### src/rtl/stream_hub_rr_if.sv
// rtl/stream_hub_rr_if.sv - producer/consumer stream and exception bundle for stream_hub_rr
interface stream_hub_rr_if #(
  parameter int N       = 4,
  parameter int W       = 32,
  parameter int CH_BITS = 2
);
  logic [N*W-1:0]     input_data;
  logic [N-1:0]       input_stb;
  logic [N-1:0]       input_ack;
  logic [W-1:0]       output_data;
  logic [CH_BITS-1:0] output_channel;
  logic               output_stb;
  logic               output_ack;
  logic [N-1:0]       exception_in;
  logic               exception;

  // Hub side: receives producer words and drives the merged consumer stream.
  modport slave (
    input  input_data, input_stb, output_ack, exception_in,
    output input_ack, output_data, output_channel, output_stb, exception
  );

  // Environment side: producers, consumer and exception sources.
  modport master (
    output input_data, input_stb, output_ack, exception_in,
    input  input_ack, output_data, output_channel, output_stb, exception
  );
endinterface

### src/rtl/stream_hub_rr.sv
// rtl/stream_hub_rr.sv - N-to-1 round-robin stream concentrator with channel tag and sticky exception
// Optional output stall timeout enabled by defining STREAM_HUB_RR_TIMEOUT_EN.
module stream_hub_rr #(
  parameter int N       = 4,
  parameter int W       = 32,
  parameter int CH_BITS = 2,
  parameter int TIMEOUT = 1024
) (
  input  logic           clk,
  input  logic           rst,
  stream_hub_rr_if.slave bus
);
  typedef enum logic {IDLE, SEND} state_t;

  state_t             state, nxt_state;
  logic [CH_BITS-1:0] last_grant, nxt_last_grant;
  logic [CH_BITS-1:0] cand;
  logic               found;
  logic [N-1:0]       nxt_ack;
  logic [W-1:0]       nxt_data;
  logic [CH_BITS-1:0] nxt_channel;
  logic               nxt_stb;
  logic               nxt_exception;

`ifdef STREAM_HUB_RR_TIMEOUT_EN
  localparam int CNT_W = $clog2(TIMEOUT + 1);
  logic [CNT_W-1:0] stall_cnt, nxt_stall_cnt;
  logic [CNT_W-1:0] stall_inc;
  assign stall_inc = stall_cnt + 1'b1;
`endif

  always_comb begin
    nxt_state      = state;
    nxt_last_grant = last_grant;
    nxt_ack        = '0;
    nxt_data       = bus.output_data;
    nxt_channel    = bus.output_channel;
    nxt_stb        = bus.output_stb;
    nxt_exception  = bus.exception | (|bus.exception_in);
    cand           = '0;
    found          = 1'b0;
`ifdef STREAM_HUB_RR_TIMEOUT_EN
    nxt_stall_cnt  = stall_cnt;
`endif
    case (state)
      IDLE: begin
        // Search starts just after the last winner, so every channel waits at most N grants.
        for (int i = 1; i <= N; i++) begin
          cand = CH_BITS'((int'(last_grant) + i) % N);
          if (!found && bus.input_stb[cand]) begin
            found          = 1'b1;
            nxt_ack[cand]  = 1'b1;
            nxt_data       = bus.input_data[cand*W +: W];
            nxt_channel    = cand;
            nxt_last_grant = cand;
            nxt_stb        = 1'b1;
            nxt_state      = SEND;
`ifdef STREAM_HUB_RR_TIMEOUT_EN
            nxt_stall_cnt  = '0;
`endif
          end
        end
      end
      SEND: begin
        if (bus.output_stb && bus.output_ack) begin
          nxt_stb   = 1'b0;
          nxt_state = IDLE;
        end
`ifdef STREAM_HUB_RR_TIMEOUT_EN
        // A consumer that never accepts would otherwise starve every producer.
        else if (stall_inc == CNT_W'(TIMEOUT)) begin
          nxt_stb       = 1'b0;
          nxt_state     = IDLE;
          nxt_exception = 1'b1;
        end else begin
          nxt_stall_cnt = stall_inc;
        end
`endif
      end
      default: nxt_state = IDLE;
    endcase
  end

  always_ff @(posedge clk) begin
    if (rst) begin
      state              <= IDLE;
      last_grant         <= CH_BITS'(N - 1);
      bus.input_ack      <= '0;
      bus.output_data    <= '0;
      bus.output_channel <= '0;
      bus.output_stb     <= 1'b0;
      bus.exception      <= 1'b0;
`ifdef STREAM_HUB_RR_TIMEOUT_EN
      stall_cnt          <= '0;
`endif
    end else begin
      state              <= nxt_state;
      last_grant         <= nxt_last_grant;
      bus.input_ack      <= nxt_ack;
      bus.output_data    <= nxt_data;
      bus.output_channel <= nxt_channel;
      bus.output_stb     <= nxt_stb;
      bus.exception      <= nxt_exception;
`ifdef STREAM_HUB_RR_TIMEOUT_EN
      stall_cnt          <= nxt_stall_cnt;
`endif
    end
  end
endmodule

### src/flat_wrapper.sv
// flat-port wrapper written by rule: the top's interface ports become plain ports
module stream_hub_rr_flat 
#(
  parameter int N       = 4,
  parameter int W       = 32,
  parameter int CH_BITS = 2,
  parameter int TIMEOUT = 1024
)
  (clk, rst, bus_input_data, bus_input_stb, bus_output_ack, bus_exception_in, bus_input_ack, bus_output_data, bus_output_channel, bus_output_stb, bus_exception);
  stream_hub_rr_if #(.N(N), .W(W), .CH_BITS(CH_BITS)) bus_i ();
  input  logic clk;
  input  logic rst;
  input wire logic [$bits(bus_i.input_data)-1:0] bus_input_data;
  input wire logic [$bits(bus_i.input_stb)-1:0] bus_input_stb;
  input wire logic [$bits(bus_i.output_ack)-1:0] bus_output_ack;
  input wire logic [$bits(bus_i.exception_in)-1:0] bus_exception_in;
  output wire logic [$bits(bus_i.input_ack)-1:0] bus_input_ack;
  output wire logic [$bits(bus_i.output_data)-1:0] bus_output_data;
  output wire logic [$bits(bus_i.output_channel)-1:0] bus_output_channel;
  output wire logic [$bits(bus_i.output_stb)-1:0] bus_output_stb;
  output wire logic [$bits(bus_i.exception)-1:0] bus_exception;
  assign bus_i.input_data = bus_input_data;
  assign bus_i.input_stb = bus_input_stb;
  assign bus_i.output_ack = bus_output_ack;
  assign bus_i.exception_in = bus_exception_in;
  assign bus_input_ack = bus_i.input_ack;
  assign bus_output_data = bus_i.output_data;
  assign bus_output_channel = bus_i.output_channel;
  assign bus_output_stb = bus_i.output_stb;
  assign bus_exception = bus_i.exception;
  stream_hub_rr #(.N(N), .W(W), .CH_BITS(CH_BITS), .TIMEOUT(TIMEOUT)) u_core (.clk(clk), .rst(rst), .bus(bus_i));
endmodule
### config.mk
export PLATFORM = sky130hd
export DESIGN_NAME = stream_hub_rr_flat
export DESIGN_NICKNAME = d
export VERILOG_FILES = /design/src/rtl/stream_hub_rr_if.sv /design/src/rtl/stream_hub_rr.sv /design/src/flat_wrapper.sv
export SDC_FILE = /design/constraint.sdc
export NUM_CORES = 1
export LEC_CHECK = 0
export CORE_MARGIN = 1
export CORE_UTILIZATION = 38
export DETAILED_ROUTE_END_ITERATION = 7
export GPL_ROUTABILITY_DRIVEN = 1
export PLACE_DENSITY = 0.92
export SKIP_LAST_GASP = 1
export SLEW_MARGIN = 20
export SYNTH_ARGS = -nofsm -noshare
export SYNTH_HDL_FRONTEND = slang
export SYNTH_SLANG_ARGS = --single-unit
export TNS_END_PERCENT = 1
### constraint.sdc
create_clock -name clk -period 3.76 [get_ports clk]
set_input_delay 1.128 -clock clk [delete_from_list [all_inputs] [get_ports clk]]
set_output_delay 1.128 -clock clk [all_outputs]
set_load 0.01 [all_outputs]
==> flow_summary.toml, run 1 <==
[cts]
clock_path_buffers = 2
cts.sinks = 43
clkLatencyLatePin_ns = 0.29
holdBufCountCts = 0
cts_resized = 0
cts_buffers = 5
cts_root_buf = "clkbuf_8"
h-tree-depth = 2
post_cts_buffers = 0
clk_pin_slew_ns = 0.08
cts_tree = "done"

[worst_hold_path]
hold_path.class = "flip-flop to flip-flop"
hp-start = "u_core.bus.output_data[7]$_SDFFE_PP0P_"
hold_end = "u_core.bus.output_data[7]$_SDFFE_PP0P_"
holdPathStages = 2

[timing]
final_hold_viol_count = 0
timing.final.crit_share_pct = 89.7
rsz0062_at_grt = "false"
worst_slew_pin_slew_ns = 0.536
setup_viol = 0
relSlewSlack_pct = 63.9
drv_slew = 0
timing.setup.tns_ns = 0
fin_skew_ns = 0.00474
final.min_clock_period_ns = 3.37
fmax_mhz = 297

[global_routing]
grt_first_pass_wirelength_mm = 14.8
grtUsageMet1_pct = 24.1
use_met3_pct = 6.11
grt_max_degree = 39
grtUsageTotal_pct = 21.9
grt_remaining_overflow = 0
grt_pass1_vias = 3083
met2_usage_pct = 41.5
antenna_found_initial = 0
busiest_layer = "met2"

[finish]
area_growth_pct = 62.8
diodes = 0
mostFrequentLayoutCell = "clkdlybuf4s50_1"
seq_area_um2 = 861
final_area_mm2 = 0.00496
final_nets = 611
multi_input_area_mm2 = 0.00189
fill_cells = 588
finish.utilization_pct = 64.2
layout_common_cells = "clkdlybuf4s50_1, mux2i_1, dfxtp_1, nand2_1, o221ai_2"
drive_above_1_share_pct = 13.8

[floorplan]
io_pins = 179
die_h_um = 91.6
core_mm2 = 0.00773
start_util_pct = 39.4
row_count = 32
die_area_mm2 = 0.00838
dieWidth_um = 91.6

[setup_path]
reg2reg_depth = 8
path_class = "input port to flip-flop"
reg2reg_slack_ns = 0.67
worst_setup_path_end_kind = "flip-flop"
cp.arrival_ns = 3.55
cp_cell_sequence = "clkdlybuf4s50_1 -> buf_4 -> mux2i_1 -> or3_1 -> o311ai_0 -> nand2_1 -> a21oi_4 -> buf_12 -> mux2i_1 -> o221ai_2"
worst_path_largest_cell_delay_ns = 0.49
worst-path-buf-inv = 3
cp_common_cell = "mux2i_1"
cpMaxStageDelayCell = "clkdlybuf4s50_1"
worstPathRequired_ns = 3.93
rr_startpoint = "u_core.last_grant[1]$_SDFFE_PP1P_"
critPathMaxFanout = 38
worstReg2RegEnd = "u_core.bus.output_data[20]$_SDFFE_PP0P_"
start_kind = "input port"
crit_family = "buffers and inverters"

[detailed_routing]
wire_per_inst_um = 16.2
drt_first_pass_iters = 5
drt_first_iter_violations = 52
vias = 2918
drc_errors = 0
routed_wl_mm = 9.18
ant_nets = 0
viasPerCell = 5.15

[yosys]
syn-instance-count = 291
synth_warnings = 0
ys_seq_area_share_pct = 28.2
ys_types = 40
synth.avg_cell_area_um2 = 10.5
ys_ff_latch = 43
synthesis.area_mm2 = 0.00305
syn-num-nets = 438

[place]
dpl.hpwl_mm = 7.22
place_area_mm2 = 0.00483
gp_congestion = 0.869
port-buffer-count = 178

[power]
power_mw = 3.11
p_leak_nw = 1.92
cellPowerDensity_mw_per_mm2 = 626
vdd_drop_max_v = 0.000391

[job]
maxCapViolations = 0

[status]
status = "complete, no violations"
-- power by group --
part | switching, mW | total [mW] | internal [mW]
clock | 0.160 | 0.426 | 0.266
sequential | 0.0687 | 0.670 | 0.601
combinational | 0.977 | 2.01 | 1.03
-- layer usage --
metal | vias up | wire, µm | share of wire, %
li1 | 1429 | - | -
met5 | - | 0 | 0
met4 | 0 | 73 | 0.80
met2 | 112 | 4940 | 54
met3 | 8 | 693 | 7.6
met1 | 1369 | 3470 | 38
-- cells in the mapped netlist, drive strengths merged --
cell         number  share of area, %
o221ai           33                16
nor4              2              0.41
nor3              1              0.16
dlygate4sd1       3              0.86
or3               3              0.62
a211oi            1              0.25
o311a             1              0.33
clkbuf            2              0.25
nand2            40               4.9
o21bai            1              0.25
ha                8               3.3
nand3             2              0.33
mux2i            69                23
o22ai             1              0.41
xnor2             1              0.29
dfxtp            43                28
o21ai             8               1.4
nor2b             6               1.2
a21oi            12               2.5
a22oi             8               2.0
nand3b            1              0.25
o31a              1              0.29
buf              22               8.8
inv               2              0.25
mux4              1              0.74
nand2b            5               1.0
o311ai            1              0.29
or2               3              0.62
mux2              2              0.74
nor2              8              0.99
-- cell type report --
type / instances / area share, %
Clock buffer: 6 / 1.46
Clock inverter: 2 / 1.21
Inverter: 2 / 0.151
Multi-Input combinational cell: 219 / 38.1
Sequential cell: 43 / 17.3
Tap cell: 102 / 2.57
Timing Repair Buffer: 193 / 39.2
-- registers in the layout (all words and copies together), names as in the netlist --
name                       cells
u_core.bus.output_stb          1
u_core.bus.output_channel      2
u_core.bus.input_ack           4
u_core.state                   1
u_core.last_grant              2
u_core.bus.exception           1
u_core.bus.output_data        32
-- cells by family after synthesis --
logic type | count (synthesis) | synth area share, %
buffers and inverters | 29 | 10.2
AOI/OAI and AO/OA | 67 | 23.3
xor gates and xnor gates | 1 | 0.287
adders and majority gates | 8 | 3.28
and+or+nand+nor | 71 | 10.6
DFF | 43 | 28.2
muxes | 72 | 24.1
-- per-stage QoR --
step / setup slack, ns / cells / hold slack [ns]
3_5_place_dp: 0.0981 / 559 / 0.450
3_3_place_gp: 0.200 / 559 / 0.443
5_1_grt: 0.253 / 567 / 0.495
2_1_floorplan: 0.802 / 291 / 0.459
4_1_cts: 0.418 / 567 / 0.475
6_report: 0.388 / 567 / 0.471
-- worst min-delay path: stages, from the launching register on --
cell	delay, ns
dfxtp_1	0.33
nand2_1	0.06
o221ai_2	0.05
-- worst max-delay path by stage --
stage / startpoint / endpoint / cells past startpoint / slack, ns
2_1_floorplan: bus_input_stb[0] / u_core.bus.output_data[14]$_SDFFE_PP0P_ / 8 / 0.80
3_3_place_gp: bus_input_stb[2] / u_core.bus.output_data[20]$_SDFFE_PP0P_ / 7 / 0.20
3_5_place_dp: bus_input_stb[2] / u_core.bus.output_data[20]$_SDFFE_PP0P_ / 10 / 0.1
4_1_cts: bus_input_stb[2] / u_core.bus.output_data[20]$_SDFFE_PP0P_ / 10 / 0.42
5_1_grt: bus_input_stb[0] / u_core.bus.output_data[20]$_SDFFE_PP0P_ / 10 / 0.25
6_report: bus_input_stb[2] / u_core.bus.output_data[20]$_SDFFE_PP0P_ / 10 / 0.39
(Power assumes the default switching activity.)
==> run 2, diff against run 1 <==
--- a/config.mk
+++ b/config.mk
@@ -6,10 +6,12 @@
 export NUM_CORES = 1
 export LEC_CHECK = 0
 export CORE_MARGIN = 1
-export CORE_UTILIZATION = 38
+export CORE_UTILIZATION = 40
 export DETAILED_ROUTE_END_ITERATION = 7
+export DONT_BUFFER_PORTS = 1
 export GPL_ROUTABILITY_DRIVEN = 1
-export PLACE_DENSITY = 0.92
+export HOLD_SLACK_MARGIN = 0.08
+export PLACE_DENSITY = 0.65
 export SKIP_LAST_GASP = 1
 export SLEW_MARGIN = 20
 export SYNTH_ARGS = -nofsm -noshare
==> run 2 against run 1 <==
Net effect: register-to-register slack got worse by 0.11 ns; core utilization decreased by 22 points; maximum frequency increased by 5.4%; worst hold slack improved by 0.047 ns; sequential power increased by 13%; non-clock buffer count decreased by 183; die area decreased by 4.9%; sequential cell count unchanged; first-iteration DRC count increased by 3.8%; clock power decreased by 31%.
==> flow_summary.toml, run 2 (same netlist as run 1, synthesis figures left out) <==
[status]
status = "complete, no violations"

[setup_path]
worst_setup_path_end_kind = "flip-flop"
reg2reg_depth = 10
cpMaxStageDelayCell = "mux4_2"
worstReg2RegEnd = "u_core.bus.output_data[1]$_SDFFE_PP0P_"
cp-endpoint = "u_core.bus.output_data[1]$_SDFFE_PP0P_"
cp_cell_sequence = "inv_1 -> ha_1 -> mux4_2 -> nor2b_1 -> a21oi_1 -> o21ai_2 -> o22ai_2 -> or3_2 -> buf_4 -> o221ai_1"
crit_start = "u_core.last_grant[1]$_SDFFE_PP1P_"
worstPathRequired_ns = 3.97
worst_path_largest_cell_delay_ns = 0.71
start_kind = "flip-flop"
reg2reg_slack_ns = 0.56
critPathMaxFanout = 23
cp.arrival_ns = 3.41
rr_startpoint = "u_core.last_grant[1]$_SDFFE_PP1P_"
path_class = "flip-flop to flip-flop"

[finish]
top_regs = "u_core.bus.output_data (32), u_core.bus.input_ack (4)"
drive_above_1_share_pct = 20.9
final_nets = 428
largest-register = "u_core.bus.output_data"
largest_reg_flops = 32
layout_common_cells = "mux2i_1, dfxtp_1, nand2_1, o221ai_2, a21oi_1"
area_growth_pct = 1.07
diodes = 0
final_cells = 381
mostFrequentLayoutCell = "mux2i_1"

[power]
p_leak_nw = 1.18
vdd_drop_max_v = 0.000332
cellPowerDensity_mw_per_mm2 = 828

[cts]
clock_path_buffers = 2
cts_root_buf = "clkbuf_8"
clk_pin_slew_ns = 0.09
cts_buffers = 5
h-tree-depth = 2
cts.sinks = 43
cts_tree = "done"
cts_resized = 0
holdBufCountCts = 0
clkLatencyLatePin_ns = 0.29
post_cts_buffers = 0

[place]
dpl.cell_count = 373
port-buffer-count = 0
dpl.hpwl_mm = 5.44
gp_congestion = 0.852

[worst_hold_path]
hold_path.class = "flip-flop to flip-flop"
hp-start = "u_core.bus.output_channel[1]$_SDFFE_PP0P_"

[detailed_routing]
ant_nets = 0
viasPerCell = 5.84
drc_errors = 0
drt_first_pass_iters = 4
routed_wl_mm = 7.13
drt_first_iter_violations = 54
vias = 2224
wire_per_inst_um = 18.7

[timing]
worst_slew_pin_slew_ns = 0.532
timing.final.crit_share_pct = 85.1
timing.setup.tns_ns = 0
final.min_clock_period_ns = 3.20
setup_viol = 0
final_hold_viol_count = 0
fin_skew_ns = 0.00718
drv_slew = 0
relSlewSlack_pct = 64.2
rsz0062_at_grt = "false"
fmax_mhz = 313

[floorplan]
die_area_mm2 = 0.00797
die_h_um = 89.3
core_mm2 = 0.00729
row_count = 31
dieWidth_um = 89.3
io_pins = 179
start_util_pct = 41.8

[global_routing]
grt_pass1_vias = 2085
grt_remaining_overflow = 0
grtUsageTotal_pct = 16.4
antenna_found_initial = 0
grt_first_pass_wirelength_mm = 10.0
grt_max_degree = 34

[job]
maxCapViolations = 0
[run 2: cell type report]
type	count	area, µm²
Timing Repair Buffer	10	113
Tap cell	99	124
Multi-Input combinational cell	219	1890
Inverter	2	7.51
Clock buffer	6	72.6
Sequential cell	43	861
Fill cell	743	4210
Clock inverter	2	12.5
[run 2: through the flow]
stage	hold WS (ns)	worst slack [ns]	power [mW]	instance area, µm²	util [%]
final	0.519	0.562	2.55	3080	42.2
after global routing	0.532	0.395	2.73	3080	42.2
after CTS	0.515	0.558	2.59	3080	42.2
after detailed placement	0.503	0.511	2.29	3000	41.1
after global placement	0.497	0.558	2.24	3000	41.1
after floorplan	0.459	0.802	2.16	3050	-
[run 2: critical path, delay by kind of cell (launching register included)]
family                     cells  cell delay (ns)
buffers and inverters          2             0.39
muxes                          1             0.71
and+or+nand+nor                2             0.60
adders and majority gates      1             0.53
AOI/OAI and AO/OA              4             0.56
DFF                            1             0.33
[run 2: report_power, final]
group	leakage [nW]	switching [mW]	internal (mW)
clock	0.0412	0.164	0.130
sequential	0.356	0.157	0.602
combinational	0.787	0.803	0.695
total	1.18	1.12	1.43
[run 2: worst min-delay path by stage]
stage	endpoint	depth (start not counted)	slack, ns
after floorplan	u_core.state$_SDFF_PP0_	2	0.46
after global placement	u_core.state$_SDFF_PP0_	2	0.50
after detailed placement	u_core.state$_SDFF_PP0_	2	0.50
after CTS	u_core.state$_SDFF_PP0_	2	0.52
after global routing	u_core.bus.output_channel[1]$_SDFFE_PP0P_	2	0.53
final	u_core.bus.output_channel[1]$_SDFFE_PP0P_	2	0.52
[run 2: metal layers]
| layer | wire [µm] | vias to the layer above | GRT usage (%) |
|---|---|---|---|
| li1 | - | 1064 | - |
| met2 | 3660 | 102 | 29.1 |
| met3 | 547 | 6 | 4.06 |
| met4 | 86 | 0 | 5.92 |
| met1 | 2830 | 1052 | 19.1 |
| met5 | 0 | - | 0 |
